**src/rtl/parity_pkg.sv**
```systemverilog
// Shared types and framing constants for the even-parity receive path.
package parity_pkg;
  typedef enum logic [1:0] {IDLE, DATA, PARITY, STOP} state_t;
  localparam logic START_BIT = 1'b0;
  localparam logic STOP_BIT  = 1'b1;
endpackage

```
**src/rtl/parity_frame_deserializer.sv**
```systemverilog
// Strobe-sampled serial frame receiver (start, DATA_W bits LSB-first, parity, stop)
// presenting {data_out, parity_out} on a valid/ready output register.
module parity_frame_deserializer
  import parity_pkg::*;
#(
  parameter int DATA_W = 4
) (
  input  logic              clk,
  input  logic              rst_n,
  input  logic              bit_en,
  input  logic              serial_in,
  output logic [DATA_W-1:0] data_out,
  output logic              parity_out,
  output logic              out_valid,
  input  logic              out_ready,
  output logic              framing_err,
  output logic              overrun
);
  localparam int CNT_W = (DATA_W > 1) ? $clog2(DATA_W) : 1;

  state_t              r_state;
  logic [CNT_W-1:0]    r_cnt;
  logic [DATA_W-1:0]   r_shift;
  logic                r_par;
  logic [DATA_W-1:0]   w_shift_nxt;
  logic                w_accept;

  // New bits enter at the MSB so the first received bit ends up at bit 0.
  always_comb begin
    w_shift_nxt             = r_shift >> 1;
    w_shift_nxt[DATA_W-1]   = serial_in;
  end

  assign w_accept = out_valid && out_ready;

  always_ff @(posedge clk or negedge rst_n) begin
    if (!rst_n) begin
      r_state     <= IDLE;
      r_cnt       <= '0;
      r_shift     <= '0;
      r_par       <= 1'b0;
      data_out    <= '0;
      parity_out  <= 1'b0;
      out_valid   <= 1'b0;
      framing_err <= 1'b0;
      overrun     <= 1'b0;
    end else begin
      framing_err <= 1'b0;
      overrun     <= 1'b0;
      if (w_accept) out_valid <= 1'b0;

      if (bit_en) begin
        case (r_state)
          IDLE: begin
            if (serial_in == START_BIT) begin
              r_state <= DATA;
              r_cnt   <= '0;
            end
          end
          DATA: begin
            r_shift <= w_shift_nxt;
            if (r_cnt == CNT_W'(DATA_W - 1)) begin
              r_cnt   <= '0;
              r_state <= PARITY;
            end else begin
              r_cnt <= r_cnt + CNT_W'(1);
            end
          end
          PARITY: begin
            r_par   <= serial_in;
            r_state <= STOP;
          end
          STOP: begin
            r_state <= IDLE;
            if (serial_in == STOP_BIT) begin
              // A slot frees up this cycle if it is empty or being accepted now.
              if (!out_valid || out_ready) begin
                data_out   <= r_shift;
                parity_out <= r_par;
                out_valid  <= 1'b1;
              end else begin
                overrun <= 1'b1;
              end
            end else begin
              framing_err <= 1'b1;
            end
          end
          default: r_state <= IDLE;
        endcase
      end
    end
  end
endmodule

```
**config.mk**
```make
export PLATFORM = sky130hd
export DESIGN_NAME = parity_frame_deserializer
export DESIGN_NICKNAME = d
export VERILOG_FILES = /design/src/rtl/parity_pkg.sv /design/src/rtl/parity_frame_deserializer.sv
export SDC_FILE = /design/constraint.sdc
export NUM_CORES = 1
export LEC_CHECK = 0
export BUFFER_PORTS_ARGS = -buffer_cell sky130_fd_sc_hd__buf_2
export CAP_MARGIN = 20
export CORE_MARGIN = 5
export CORE_UTILIZATION = 35
export CTS_BUF_LIST = sky130_fd_sc_hd__clkbuf_8
export CTS_CLUSTER_SIZE = 24
export DETAILED_ROUTE_END_ITERATION = 8
export HOLD_SLACK_MARGIN = 0.12
export PLACE_DENSITY = 0.63
export SETUP_SLACK_MARGIN = 0.15
export SLEW_MARGIN = 25
export SYNTH_ARGS = -nofsm -noshare
export SYNTH_HDL_FRONTEND = slang
export SYNTH_SLANG_ARGS = --single-unit
```
**constraint.sdc**
```tcl
create_clock -name clk -period 1.7 [get_ports clk]
set_input_delay 0.34 -clock clk [delete_from_list [all_inputs] [get_ports clk]]
set_output_delay 0.34 -clock clk [all_outputs]
set_load 0.03 [all_outputs]
```
==> flow_metrics.tcl, run 1 <==
set metrics [dict create \
    outcome "finished clean" \
    relSlewSlack 0.743 \
    cts_tree "yes" \
    num_antenna_cells 0 \
    regArea_sq_um 425 \
    yosysTopAreaCell "dfrtp_1" \
    min_period_ps 1430 \
    layout_common_cells "dfrtp_1, buf_2, mux2_4, ha_1, mux2_2" \
    r2r_cells 5 \
    fillers 211 \
    clkTransAtPathRegs_ps 70 \
    worstReg2RegEnd "r_state[1]" \
    nets 84 \
    endpoint_kind "flop" \
    track_usage 0.0880 \
    routed-via-count 454 \
    max_stage_delay_ps 410 \
    fmaxAchievable_mhz 698 \
    rsz0062_at_grt "no" \
    hold_viol 0 \
    start_util 0.359 \
    dp_hpwl_microns 874 \
    hold_depth 2 \
    fin_crit_sh 0.843 \
    clk_latency_ps 250 \
    fin_setup_tns_ps 0 \
    ff2ff_setup_slack_ps 270 \
    synth-seq-cells 17 \
    grt_pass1_wl_mm 2.12 \
    synth_top_area_frac 0.551 \
    clock_sinks 17 \
    chipWidth_microns 57.0 \
    path_cells "inv_1 > ha_1 > a21boi_2 > nand2_2 > mux2_4" \
    crit_slowest_cell "dfrtp_1" \
    crit_required_ps 1840 \
    synth_cell_types 16 \
    numCtsBuffers 3 \
    final_core_util 0.433 \
    critPathMaxFanout 4 \
    clock-root-buffer "clkbuf_8" \
    rows 17 \
    synth_fp_nets 65 \
    drt_first_pass_iters 2 \
    path_buf_inv 1 \
    worstReg2RegStart "r_state[1]" \
    placedInstanceArea_sq_um 867 \
    layout-drive-gt1-share 0.444 \
    cp_num_cells 5 \
    multi_input_area_sq_um 339 \
    grt_max_degree 18 \
    power_density_nw_per_um2 1820 \
    p_leak_nw 0.477 \
    h-tree-depth 1 \
    num_io_pins 13 \
    vdd_drop_max_v 0.000885 \
    worst_hold_path.endpoint "framing_err" \
    port_buffers 12 \
    syn_to_final_growth_pct 20.6 \
    wl_per_cell_microns 12.3 \
    synthTopCellsByArea "dfrtp_1, mux2_4, ha_1" \
    die_h_microns 57.0 \
    finalSetupViolCount 0 \
    dp_slack_ps 261 \
    cts.repair.resized 0 \
    netlist_instances 54 \
    worst-setup-path-type "flop to flop" \
    worstPathArrival_ps 1570 \
    startpoint_type "flop" \
    viasPerCell 4.54 \
    syn_area_sq_um 772 \
    ys_seq_area_frac 0.551 \
    worst_clock_skew_ps 2.39 \
    dieArea_sq_um 3250 \
    fin_ws_ps 267 \
    core-area_sq_um 2150 \
    slew_violations 0 \
    grt_overflow 0 \
    final_common_cell "dfrtp_1" \
    cap_violations 0 \
    clockBufferDepth 2 \
    ys_warn_count 0 \
    drt_wl_total_mm 1.23 \
    fin_area_sq_um 931 \
    initialDrtViolationCount 4 \
    antenna_found_initial 0 \
    path_delay_family "flip-flops" \
    ant_nets 0 \
    hold_class "input pin to flop" \
    place.gp.congestion 0.735 \
    grt_pass1_vias 449 \
    syn_avg_cell_area_sq_um 14.3 \
    worstMarginPinSlew_ps 385 \
    hold_start "serial_in" \
    drc 0 \
]
[where the power goes]
part | total [mW] | internal, mW | switching (mW)
Combinational | 0.703 | 0.341 | 0.363
Clock | 0.305 | 0.163 | 0.142
Sequential | 0.689 | 0.580 | 0.110
[synth_stat cells]
library cell   n
nand2_1        4
ha_1           6
mux2_2         5
inv_1          2
a32o_1         1
dfrtp_1       17
o21ai_1        1
nor2b_4        1
nor2_1         4
mux2i_1        1
a21boi_2       1
nand3_2        1
mux2_4         6
nand2_2        1
a22o_1         1
nand2b_1       2
[metrics by stage]
stage	cells	hold WS, ps	power [mW]
finish	100	323	1.70
global route	100	330	1.81
CTS	99	320	1.71
detailed placement	94	290	1.39
global placement	94	278	1.38
floorplan	54	44.4	1.23
[per-layer routing]
layer	part of all wire	vias to the layer above	track usage
met3	0.087	2	0.0498
met2	0.43	13	0.124
met1	0.46	221	0.109
met5	0	-	0
li1	-	218	-
met4	0.011	0	0.0397
[registers in the layout, summed over array words and instances, names as in the netlist]
name,cells
r_par,1
parity_out,1
r_state,2
out_valid,1
overrun,1
r_shift,4
r_cnt,2
data_out,4
framing_err,1
[kinds of logic after synthesis]
kind of cell               Yosys count  synth area share
DFF                                 17             0.551
adders and majority gates            6            0.0972
AOI/OAI and AO/OA                    4            0.0454
muxes                               12             0.203
and+or+nand+nor                     13            0.0940
buffers and inverters                2           0.00973
[worst max path at each step]
stage / to / start
2_1_floorplan: r_state[1] / r_state[0]
3_3_place_gp: r_state[1] / r_state[0]
3_5_place_dp: r_state[1] / r_state[0]
4_1_cts: r_state[1] / r_state[0]
5_1_grt: r_state[1] / r_state[1]
6_report: r_state[1] / r_state[1]
[cell type report]
| cell class | count | share of cell area |
|---|---|---|
| Clock buffer | 3 | 0.0444 |
| Multi-Input combinational cell | 35 | 0.364 |
| Inverter | 2 | 0.00806 |
| Timing Repair Buffer | 14 | 0.0833 |
| Tap cell | 28 | 0.0376 |
| Clock inverter | 1 | 0.00538 |
| Sequential cell | 17 | 0.457 |
[what timing repair did]
action                                 CTS  global route
setup endpoints to repair                0             1
hold buffers                             1             0
setup buffers                            0             1
endpoints found under the hold margin   17             0
(Power assumes the default switching activity.)
==> run 2, diff against run 1 <==
Settings changed: PLACE_DENSITY 0.63 to 0.65.
Clock period 1.7 ns to 1.2 ns, I/O delays scaled along.
==> run 2 against run 1 <==
The run now ends with setup timing left. Global-route usage increased by 2.1 points. Largest cell class is now multi-input combinational cells. Highest routed layer unchanged. Clock skew about the same. First-iteration DRC count decreased by 50%.
==> flow_metrics.tcl, run 2 (synthesized netlist as in run 1, its figures left out) <==
set metrics [dict create \
    worstReg2RegEnd "data_out[3]" \
    initialDrtViolationCount 2 \
    clock_sinks 17 \
    layout-drive-gt1-share 0.731 \
    grt_pass1_vias 583 \
    numCtsBuffers 3 \
    final_cells 121 \
    num_io_pins 13 \
    grtUsageMet2 0.181 \
    critPathMaxFanout 5 \
    grtUsageMet3 0.0249 \
    worst_clock_skew_ps 2.47 \
    num_antenna_cells 0 \
    cap_violations 0 \
    r2r_cells 4 \
    ff2ff_setup_slack_ps -130 \
    fin_crit_sh 1.11 \
    core-area_sq_um 2150 \
    drt_first_pass_iters 2 \
    wl_per_cell_microns 13.6 \
    die_h_microns 57.0 \
    rsz0062_at_grt "yes" \
    post-place-cells 103 \
    power_density_nw_per_um2 2640 \
    fin_ws_ps -132 \
    violations "setup timing" \
    nets 105 \
    relSlewSlack 0.748 \
    h-tree-depth 1 \
    crit_required_ps 1340 \
    syn_to_final_growth_pct 64.0 \
    grt_max_degree 18 \
    worstPathArrival_ps 1470 \
    placedInstanceArea_sq_um 960 \
    place.gp.congestion 0.709 \
    final_core_util 0.589 \
    clockBufferDepth 2 \
    clock-root-buffer "clkbuf_8" \
    cts_tree "yes" \
    hold_viol 0 \
    hold_start "out_ready" \
    slew_violations 0 \
    layout_common_cells "buf_4, dfrtp_1, mux2_4, buf_6, buf_2" \
    final_common_cell "buf_4" \
    grt_busiest_layer "met2" \
    start_util 0.359 \
    track_usage 0.109 \
    finalSetupViolCount 14 \
    dp_slack_ps -156 \
    chipWidth_microns 57.0 \
    hold_class "input pin to flop" \
    grt_util_met1 0.121 \
    vdd_drop_max_v 0.00109 \
    timing.critical_path.to "data_out[3]" \
    hold_ws_ps 293 \
    drc 0 \
    clk_latency_ps 250 \
    endpoint_kind "flop" \
    outcome "complete, but fails checks" \
    dp_hpwl_mm 1.05 \
    drt_wl_total_mm 1.64 \
    grt_pass1_wl_mm 2.59 \
    rows 17 \
    grt_overflow 0 \
    antenna_found_initial 0 \
    fillers 165 \
    routed-via-count 543 \
    fmaxAchievable_mhz 751 \
    clkTransAtPathRegs_ps 70 \
    worst-setup-path-type "flop to flop" \
    ant_nets 0 \
    fin_area_sq_um 1270 \
    port_buffers 12 \
    worstReg2RegStart "r_state[1]" \
    crit_path_start "r_state[1]" \
    reg_top3 "data_out: 4 flops, r_shift: 4 flops" \
    p_leak_nw 0.635 \
    startpoint_type "flop" \
    min_period_ps 1330 \
    viasPerCell 4.49 \
    worstMarginPinSlew_ps 378 \
    dieArea_sq_um 3250 \
]
run 2: worst min-delay path by stage:
stage                        to  slack (ps)  cells past startpoint
global placement        overrun         170                      1
global route            overrun         310                      3
detailed placement   parity_out         180                      1
CTS                     overrun         270                      3
finish                  overrun         290                      3
floorplan           data_out[0]         -60                      0
run 2: layout make-up:
class,count,area [sq um],area share
clock inverter,1,5.00,0.00395
tap,28,35.0,0.0277
clock buffer,3,41.3,0.0326
inverter,2,10.0,0.00791
sequential,17,428,0.338
timing repair buffer,35,290,0.229
multi-input combinational,35,457,0.361
run 2: worst max-delay path, stage by stage (launching register included):
cell and delay (ps):
dfrtp_2 430, ha_4 170, nand3_4 80, nor2b_4 220, mux2_4 320
run 2: repair_timing:
action | CTS | global route
hold endpoints to repair | 17 | 0
pin swaps | 6 | 7
setup endpoints to repair | 20 | 23
resized for setup | 17 | 23
cloned | 0 | 0
hold buffers | 1 | 0
setup buffers | 6 | 7
run 2: routing by layer:
layer	part of all wire	wire (microns)
met4	0.024	39
met3	0.040	66
met2	0.52	852
met5	0	0
met1	0.42	685
run 2: power by group:
| part | switching [mW] | internal [mW] | total (mW) |
|---|---|---|---|
| clock | 0.198 | 0.230 | 0.428 |
| sequential | 0.212 | 0.830 | 1.04 |
| combinational | 0.748 | 1.13 | 1.88 |
run 2: through the flow:
step / setup TNS, ps / total power, mW
6_report: -1220 / 3.35
5_1_grt: -1900 / 3.56
4_1_cts: -1150 / 2.95
3_5_place_dp: -999 / 2.19
3_3_place_gp: -698 / 2.15
2_1_floorplan: -574 / 1.79
==> run 3, diff against run 2 <==
Settings changed: GPL_TIMING_DRIVEN set to 0.
==> run 3 against run 2 <==
The run still ends with setup timing left. Count of clock-buffer cells in the layout stayed put. Clock power down 4%. Fmax rose by 0.86%. Die area unchanged. Via count down 5.2%. Clock skew up 2.3 ps. Critical endpoint is now parity_out. Largest cell class unchanged.
==> flow_metrics.tcl, run 3 (synthesized netlist as in run 1, its figures left out) <==
set metrics [dict create \
    outcome "complete, but fails checks" \
    violations "setup timing" \
    drt_wl_total_mm 1.33 \
    place.gp.congestion 0.686 \
    clock_power_share 0.134 \
    grt_util_met1 0.112 \
    fin_setup_tns_ps -1260 \
    viasPerCell 4.56 \
    switching_power_mw 1.05 \
    layout_common_cells "dfrtp_1, buf_4, mux2_4, buf_2, buf_6" \
    drc 0 \
    hold_viol 0 \
    endpoint_kind "flop" \
    placedInstanceArea_sq_um 892 \
    grt_busiest_layer "met2" \
    p_leak_nw 0.580 \
    min_period_ps 1320 \
    syn_to_final_growth_pct 50.9 \
    chipWidth_microns 57.0 \
    start_util 0.359 \
    dp_slack_ps -202 \
    grt_pass1_vias 514 \
    rows 17 \
    core-area_sq_um 2150 \
    grt_pass1_wl_mm 2.23 \
    cts_tree "yes" \
    h-tree-depth 1 \
    worst-setup-path-type "flop to flop" \
    crit_required_ps 1330 \
    numCtsBuffers 3 \
    fillers 183 \
    hold_class "input pin to flop" \
    clk_latency_ps 250 \
    port_buffers 12 \
    worstMarginPinSlew_ps 377 \
    num_antenna_cells 0 \
    grtUsageMet2 0.131 \
    grt_overflow 0 \
    finalSetupViolCount 14 \
    final_common_cell "dfrtp_1" \
    fmaxAchievable_mhz 757 \
    power_density_nw_per_um2 2640 \
    rsz0062_at_grt "yes" \
    slew_violations 0 \
    dp_hpwl_microns 877 \
    num_io_pins 13 \
    nets 97 \
    track_usage 0.0890 \
    combinationalPowerShare 0.530 \
    pwr-share-seq 0.337 \
    fin_crit_sh 1.10 \
    intPower_mw 2.03 \
    startpoint_type "flop" \
    fin_ws_ps -120 \
    cap_violations 0 \
    die_h_microns 57.0 \
    swShare 0.342 \
    ant_nets 0 \
    antenna_found_initial 0 \
    initialDrtViolationCount 4 \
    vdd_drop_max_v 0.00113 \
    wl_per_cell_microns 11.7 \
    grtUsageMet3 0.0271 \
    layout-drive-gt1-share 0.671 \
    worst_clock_skew_ps 4.82 \
    clockBufferDepth 2 \
    relSlewSlack 0.748 \
    clkTransAtPathRegs_ps 60 \
    clock-root-buffer "clkbuf_8" \
    drt_first_pass_iters 3 \
    grt_max_degree 18 \
    reg_top3 "data_out: 4 flops, r_shift: 4 flops" \
    dieArea_sq_um 3250 \
    fin_area_sq_um 1160 \
    worstPathArrival_ps 1450 \
    critPathMaxFanout 5 \
    routed-via-count 515 \
    clock_sinks 17 \
]
-- run 3: cell types whose count changed in the layout (fill, tap and decap cells not counted), moves of 2 or more --
cell | before | now
buf_4 | 19 | 14
buf_6 | 10 | 6
nor2_1 | 2 | 4
nor2_2 | 2 | 0
-- run 3: power groups by stage --
stage / registers [mW] / logic, mW / clock network (mW)
global route: 1.07 / 1.75 / 0.457
finish: 1.04 / 1.63 / 0.411
CTS: 0.981 / 1.40 / 0.432
floorplan: 1.15 / 0.643 / 0
detailed placement: 0.993 / 1.05 / 0
global placement: 0.984 / 1.02 / 0
-- run 3: per-layer routing --
metal	wire length, microns	part of all wire	vias to the layer above
li1	-	-	244
met1	564	0.43	254
met2	664	0.50	13
met3	74	0.056	4
met4	24	0.018	0
met5	0	0	-
-- run 3: cell type report --
class	count	area [sq um]	area share
clock buffer	3	41.3	0.0354
clock inverter	1	5.00	0.00430
inverter	2	12.5	0.0107
multi-input combinational	35	430	0.369
sequential	17	428	0.367
tap	28	35.0	0.0301
timing repair buffer	27	213	0.183
-- run 3: critical path: stages (launching register included) --
cell	delay, ps
dfrtp_2	420
ha_4	170
nand3_4	70
nor2b_4	230
mux2_4	320
-- run 3: per-stage QoR --
step	utilization	cells	hold slack, ps	total power [mW]
floorplan	-	54	-55.6	1.79
global placement	0.415	94	174	2.00
finish	0.542	113	257	3.08
CTS	0.500	108	253	2.81
global route	0.542	113	271	3.28
detailed placement	0.415	94	181	2.04
-- run 3: worst paths after layout --
kind	start	endpoint	slack, ps	cells after the start
max	r_state[0]	parity_out	-120	4
min in group asynchronous	rst_n	r_shift[3]	440	2
min	serial_in	framing_err	260	2
max reg2reg	r_state[0]	parity_out	-120	4
max in group asynchronous	rst_n	r_state[0]	460	2
min reg2reg	r_shift[0]	data_out[0]	510	1
-- run 3: timing repair --
item | in CTS | in global routing
hold buffers | 1 | 0
endpoints found under the setup margin | 19 | 20
setup buffers | 9 | 5
pin swaps | 5 | 4
hold endpoints to repair | 17 | 0
cloned | 0 | 0
gates resized for setup | 14 | 16
